--- src/rtl/capture_seq.sv ---
// Capture sequencer: pre-trigger circular recording, masked level/edge trigger,
// post-trigger countdown and a one-cycle rst_trig acknowledge; single-shot or auto-rearm.
module capture_seq #(
  parameter int ADDR_W = 8,
  parameter int DEPTH  = 256,
  parameter int NCH    = 4
) (
  input  logic              clk,
  input  logic              rst,
  input  logic              arm,
  input  logic [NCH-1:0]    trig,
  input  logic [NCH-1:0]    trig_mask,
  input  logic              trig_edge,
  input  logic              mode,
  input  logic [ADDR_W-1:0] post_len,
  output logic              wren,
  output logic [ADDR_W-1:0] waddr,
  output logic              rst_trig,
  output logic              busy,
  output logic              done,
  output logic [ADDR_W-1:0] trig_addr,
  output logic [NCH-1:0]    trig_ch
);

  typedef enum logic [1:0] {
    IDLE  = 2'd0,
    ARMED = 2'd1,
    POST  = 2'd2,
    ACK   = 2'd3
  } state_t;

  localparam logic [ADDR_W-1:0] LAST = ADDR_W'(DEPTH - 1);

  state_t            state;
  state_t            state_nxt;
  logic [ADDR_W-1:0] cnt;
  logic [NCH-1:0]    trig_q;
  logic [NCH-1:0]    cond;
  logic              hit;
  logic [ADDR_W-1:0] post_clamp;

  function automatic logic [ADDR_W-1:0] addr_inc(input logic [ADDR_W-1:0] a);
    if (a == LAST) return '0;
    else           return a + ADDR_W'(1);
  endfunction

  // Longer post windows would overwrite the trigger sample itself.
  function automatic logic [ADDR_W-1:0] clamp_post(input logic [ADDR_W-1:0] len);
    if (len > LAST) return LAST;
    else            return len;
  endfunction

  assign cond       = trig_edge ? (trig & ~trig_q) : trig;
  assign hit        = |(cond & trig_mask);
  assign post_clamp = clamp_post(post_len);

  always_ff @(posedge clk) begin
    if (rst) state <= IDLE;
    else     state <= state_nxt;
  end

  always_comb begin
    state_nxt = state;
    case (state)
      IDLE:    if (arm) state_nxt = ARMED;
      ARMED:   if (hit) state_nxt = (post_clamp == '0) ? ACK : POST;
      POST:    if (cnt <= ADDR_W'(1)) state_nxt = ACK;
      ACK:     state_nxt = mode ? ARMED : IDLE;
      default: state_nxt = IDLE;
    endcase
  end

  always_comb begin
    wren     = 1'b0;
    rst_trig = 1'b0;
    busy     = 1'b0;
    case (state)
      ARMED:   begin wren = 1'b1; busy = 1'b1; end
      POST:    begin wren = 1'b1; busy = 1'b1; end
      ACK:     begin rst_trig = 1'b1; busy = 1'b1; end
      default: ;
    endcase
  end

  // Edge history runs in every state so a level held through ACK/IDLE never looks like a new edge.
  always_ff @(posedge clk) begin
    if (rst) begin
      trig_q    <= '0;
      waddr     <= '0;
      cnt       <= '0;
      done      <= 1'b0;
      trig_addr <= '0;
      trig_ch   <= '0;
    end else begin
      trig_q <= trig;
      case (state)
        IDLE: begin
          if (arm) begin
            waddr <= '0;
            done  <= 1'b0;
          end
        end
        ARMED: begin
          waddr <= addr_inc(waddr);
          if (hit) begin
            trig_addr <= waddr;
            trig_ch   <= cond & trig_mask;
            cnt       <= post_clamp;
          end
        end
        POST: begin
          waddr <= addr_inc(waddr);
          cnt   <= cnt - ADDR_W'(1);
        end
        ACK:     done <= 1'b1;
        default: ;
      endcase
    end
  end

endmodule

--- config.mk ---
export PLATFORM = sky130hd
export DESIGN_NAME = capture_seq
export DESIGN_NICKNAME = d
export VERILOG_FILES = /design/src/rtl/capture_seq.sv
export SDC_FILE = /design/constraint.sdc
export NUM_CORES = 1
export LEC_CHECK = 0
export CORE_ASPECT_RATIO = 0.9
export CORE_UTILIZATION = 52
export DETAILED_ROUTE_END_ITERATION = 16
export GPL_TIMING_DRIVEN = 0
export MAX_ROUTING_LAYER = met4
export PLACE_DENSITY = 0.88
export SLEW_MARGIN = 25
export SYNTH_ARGS = -nofsm -noshare
export SYNTH_HDL_FRONTEND = slang
export SYNTH_SLANG_ARGS = --single-unit
export TNS_END_PERCENT = 20
--- constraint.sdc ---
create_clock -name clk -period 3.1 [get_ports clk]
set_clock_uncertainty 0.15 [all_clocks]
set_input_delay 0.465 -clock clk [delete_from_list [all_inputs] [get_ports clk]]
set_output_delay 0.465 -clock clk [all_outputs]
set_load 0.1 [all_outputs]
* Yosys cells after proc, flatten, opt, wreduce, memory -nomap -nowiden *
Cells that the tools add are included.

word-level totals
  memory bits (writable) = 0
  register bits after elaboration = 35
  memories kept = 0
  latch bits = 0
  output and inout bits = 24
  memory bits (read-only) = 0
  logic and storage cells = 52
  input bits = 21

cells by class
  equality and inequality tests = 7
  bitwise gates (word level) = 3
  shift-type cells = 0
  magnitude comparators = 2
  reductions and logical operators = 13
  multiplexer cells = 18
  $add $sub $neg = 2
  divide/modulo/power cells = 0
  $mul = 0

operator list
  cell                                                                    number
  8-bit 2-to-1 mux                                                        4
  8-bit case mux with 2 select lines                                      2
  8-bit by 1-bit adder with 8-bit output (second input constant)          1
  4-bit bitwise AND                                                       2
  8-bit equality test (second input constant)                             1
  8-bit > comparator (second input constant)                              1
  8-bit by 1-bit <= comparator with 1-bit output (second input constant)  1
  8-bit zero test                                                         1
  2-bit case mux with 4 select lines                                      1
  2-bit AND reduction                                                     4
  8-bit by 1-bit subtractor with 8-bit output (second input constant)     1
  1-bit 2-to-1 mux                                                        6
  2-bit 2-to-1 mux                                                        3
  2-bit inequality test (second input constant)                           3
  2-bit nonzero test                                                      3
  2-bit equality test (second input constant)                             2
  4-bit 2-to-1 mux                                                        1
  4-bit inverter                                                          1
  4-bit OR reduction                                                      1
  3-bit AND reduction                                                     1
  3-bit OR reduction                                                      1
  2-bit by 1-bit equality test with 1-bit output (second input constant)  1
  2-bit zero test                                                         1
  1-bit case mux with 2 select lines                                      1
  2-bit OR reduction                                                      1

* Longest topological paths before layout *
  word-level depth = 7
  mapped depth = 7
  gate-level depth less buffers = 7

* Least setup slack after synthesis *
Ideal clock, no wire load.

  kind = register to register
  start = register state[1]
  end = register waddr[7]
  data arrival time = 2327 ps
  required time = 2877 ps
  library setup time = 73 ps
  period minus slack after synthesis = 2550 ps
  path buffers = 0
  cell stages (with the launch flop) = 7
  path slack = 550 ps
  path through = dfxtp_1 inv_1 ha_1 mux2_2 nand4_1 or3_1 a21oi_1

between the ends
  cells in the longest elaborated chain, start to end = 4
  elaborated cells on any way between the ends = 8
  classes of those cells = eq/ne (3); mux (1); reduce/logical (4)

RTL lines
  what                                                                                          line  source
  start, declared                                                                               34    state_t state;
  start signal, assigned                                                                        59    else state <= state_nxt;
  2-bit equality test / 2-bit by 1-bit equality test with 1-bit output (equally long branches)  96    case (state)
  2-bit OR reduction (no line)                                                                  --
  2-bit nonzero test (no line)                                                                  --
  2-bit AND reduction (no line)                                                                 --
  end signal, assigned                                                                          104   waddr <= addr_inc(waddr);
  end signal, assigned                                                                          112   waddr <= addr_inc(waddr);
  end, declared                                                                                 17    output logic [ADDR_W-1:0] waddr,

Parallel ways exist; a longest one is shown, timed or not.
A chain may end at the register's enable or synchronous reset.

* Final worst setup path *
  start = register state[0]
  end = output port wren

between the ends
  cells in the longest elaborated chain, start to end = 3
  elaborated cells on any way between the ends = 4
  classes of those cells = eq/ne (2); mux (1); reduce/logical (1)

RTL lines
  what                                                                                          line  source
  2-bit equality test / 2-bit by 1-bit equality test with 1-bit output (equally long branches)  77    case (state)
  2-bit OR reduction (no line) (*)                                                              --
  1-bit 2-to-1 mux (*)                                                                          77
  end, declared                                                                                 16    output logic wren,

Every way passes the cells marked *; elsewhere a longest branch is shown, timed or not.

==> key figures <==
Status
  – Outcome: complete, no violations

Routing
  – Pre-antenna DRT Iters: 5
  – Via count: 1622
  – Routed WL per cell: 14.7 µm
  – DRC: 0
  – Post-Route WL: 4290 µm
  – Vias/cell: 5.55
  – DRT antenna net count: 0
  – Initial drt markers: 91

Logic synthesis
  – YS warnings: 0
  – XOR/XNOR Fraction of Synth Area: 2.54%
  – Post-synthesis compound-gate area fraction: 17.7%
  – Post-synthesis simple-gate area fraction: 23.7%
  – Syn Nets: 227
  – Top cells by area, synth: dfxtp_1, mux2i_1, nor2_1, ha_1, a21oi_1
  – Most frequent cells after synthesis: dfxtp_1, nor2_1, a21oi_1
  – Mean Syn Cell Area: 8.66 µm²
  – Cells after synthesis: 199
  – Number of synthesized flops with an enable pin: 0
  – Sequential share of the synthesized area: 40.6%
  – Post-synthesis mux area share: 7.04%
  – Adder and majority gate portion of the synthesized area: 5.08%
  – Area fraction of the dominant cell type after synthesis: 40.6%
  – Primary FF master, synth: dfxtp_1
  – Largest family of logic cells by synthesized area: simple AND/OR/NAND/NOR gates
  – Count leader, synth: dfxtp_1
  – Distinct cells, synth: 46
  – Cell accounting for the most synthesized area: dfxtp_1
  – Synthesized cell area: 1720 µm²
  – Synth Register Bits: 35
  – Async set-reset flop share out of synthesis: 0%

Power and ir drop
  – PnR Total Power: 2.07 mW
  – Pwr Density: 897 nW/µm²
  – Pleak: 0.898 nW
  – Peak supply drop: 907 µV

Critical path
  – CP delay by family, top: buffers and inverters
  – R2R Path End: cnt[0]
  – Endpoint type of the worst setup path: primary output
  – CP Launch Type: flip-flop
  – R2r worst-path depth: 6
  – Worst EP required: 2.48 ns
  – CP endpoint: wren
  – Slowest cell on the critical path: clkdlybuf4s50_1
  – Crit Path Class: reg2out
  – Peak fanout along the critical path: 5
  – CP peak stage delay: 1.16 ns
  – Critical Path, Cell by Cell: inv_1 -> ha_1 -> clkdlybuf4s50_1
  – Worst Path Arrival: 2.28 ns
  – Reg2reg start: state[1]
  – FF-to-FF setup slack: 0.87 ns
  – WP depth: 3
  – Crit path from: state[0]
  – Buffers & Inverters on Critical Path: 2

STA
  – Setup TNS: 0 ns
  – Tightest hold margin: 0.304 ns
  – Normalized max-slew margin: 32.9%
  – RSZ-0062 raised after global routing: no
  – Minimum clock period: 2.90 ns
  – Slew @ Worst Pin: 1.00 ns
  – Max Slew Vio Count: 0
  – Endpoints failing hold: 0
  – Worst Slack Setup Final: 0.200 ns
  – Final worst-path cycle share: 93.5%
  – Achievable clock frequency: 345 MHz
  – Final setup fails: 0

Global route
  – Largest net degree at the start of global routing: 11
  – First-pass GRT wire length: 7110 µm
  – Initial antenna violation count: 0
  – Global Route Usage Sum: 27.1%
  – Vias in the first global route: 1559
  – Remaining global-route overflow: 0

Clock tree
  – Skew-Pair Late Insertion Delay: 0.29 ns
  – CTS Sinks: 35
  – Clock root buffer master: clkbuf_8
  – H-tree level count: 2
  – Hold_buf cts: 0
  – CTS Buf Count: 5
  – Cts repair resizes: 0
  – Clock Path Buffers: 2
  – Reg clk slew, reported paths: 0.07 ns
  – CTS tree: built
  – Setup bufs post-CTS: 0

Finish
  – Fin nets: 278
  – Final Util: 74.0%
  – Share of layout cells above drive strength 1: 5.60%
  – N_diodes: 0
  – Final instance area: 2300 µm²
  – Area Growth Syn to Fin: 33.7%
  – Non-filler cells in the finished layout: 292

Floorplan
  – Number of top-level pins: 45
  – Core Area: 3110 µm²
  – Starting Density: 55.4%
  – Die Span Y: 56.6 µm
  – DIE AREA: 3550 µm²
  – Placement Rows: 19
  – Horiz. Die Dim: 62.7 µm

Place
  – Placed cell count: 285
  – DP Wirelength: 3090 µm
  – Worst slack, placed: 0.467 ns
  – Placed cell areas: 2220 µm²
  – Routability cong.: 0.876
  – IO Port Bufs: 44

Job
  – Max Cap Violations: 0

Worst hold path
  – Worst Hold Class: reg2reg
  – Hold_sp: trig_ch[2]
## cell usage in the layout, fill, tap and decap left out, types with 2 or more instances in the layout
cell type and count:
nor2_1 24, nand4_1 2, ha_1 7, nand2b_1 7, a31oi_1 2, xor2_1 4
a21o_1 3, nand3b_1 2, nand3_1 4, clkdlybuf4s50_1 44, o21ai_0 6, o32ai_1 2
and2_1 3, nor2b_1 7, inv_1 9, or3_1 4, a21oi_1 15, mux2i_1 11
clkbuf_1 4, clkbuf_8 6, nor3_1 6, dfxtp_1 35, nand2_1 13, nor4_1 2
a21boi_0 2, a211oi_1 2, and3_1 2
## worst min-delay path, stage by stage, from the launching register on
cell and delay (ns):
dfxtp_1 0.31, nand2_1 0.05, a21oi_1 0.05
## metal layers
layer  wire, µm  track usage (%)  vias up  share of wire (%)
met3        267             8.13       10                6.2
met1       2030             35.0      744                 47
met5          0                -        -                  0
met2       1920             40.5       63                 45
met4         72             8.64        0                1.7
li1           -                -      805                  -
## power breakdown
group	switching (mW)	internal, mW	leakage (nW)
clock network	0.155	0.174	0.0470
registers	0.0725	0.525	0.285
logic	0.755	0.386	0.565
total	0.982	1.08	0.898
## worst min-delay path by stage
stage | to | slack (ns) | cells past startpoint
after global routing | trig_ch[2] | 0.34 | 2
after floorplan | cnt[7] | 0.31 | 2
after CTS | trig_ch[2] | 0.31 | 2
final | trig_ch[2] | 0.30 | 2
after global placement | trig_ch[2] | 0.29 | 2
after detailed placement | trig_ch[2] | 0.30 | 2
## sequential cells by signal (all words and copies together) (netlist names)
register / cells
waddr: 8
trig_addr: 8
trig_q: 4
cnt: 8
trig_ch: 4
done: 1
state: 2
## cell type report
| class | instances | area, µm² |
|---|---|---|
| multi-input cells | 149 | 966 |
| fillers | 241 | 810 |
| flip-flops and latches | 35 | 701 |
| repair buffers | 44 | 440 |
| clock buffers | 6 | 82.6 |
| well taps | 42 | 52.6 |
| inverters | 9 | 33.8 |
| plain buffers | 6 | 23.8 |
| clock inverters | 1 | 5.00 |
## logic make-up (layout without fill, tap and decap cells)
logic type	Yosys count	in the layout
muxes	12	12
and+or+nand+nor	80	80
buffers and inverters	15	66
AOI/OAI and AO/OA	45	45
xor gates and xnor gates	5	5
adders and majority gates	7	7
DFF	35	35
Power figures use the tool's default switching activity.
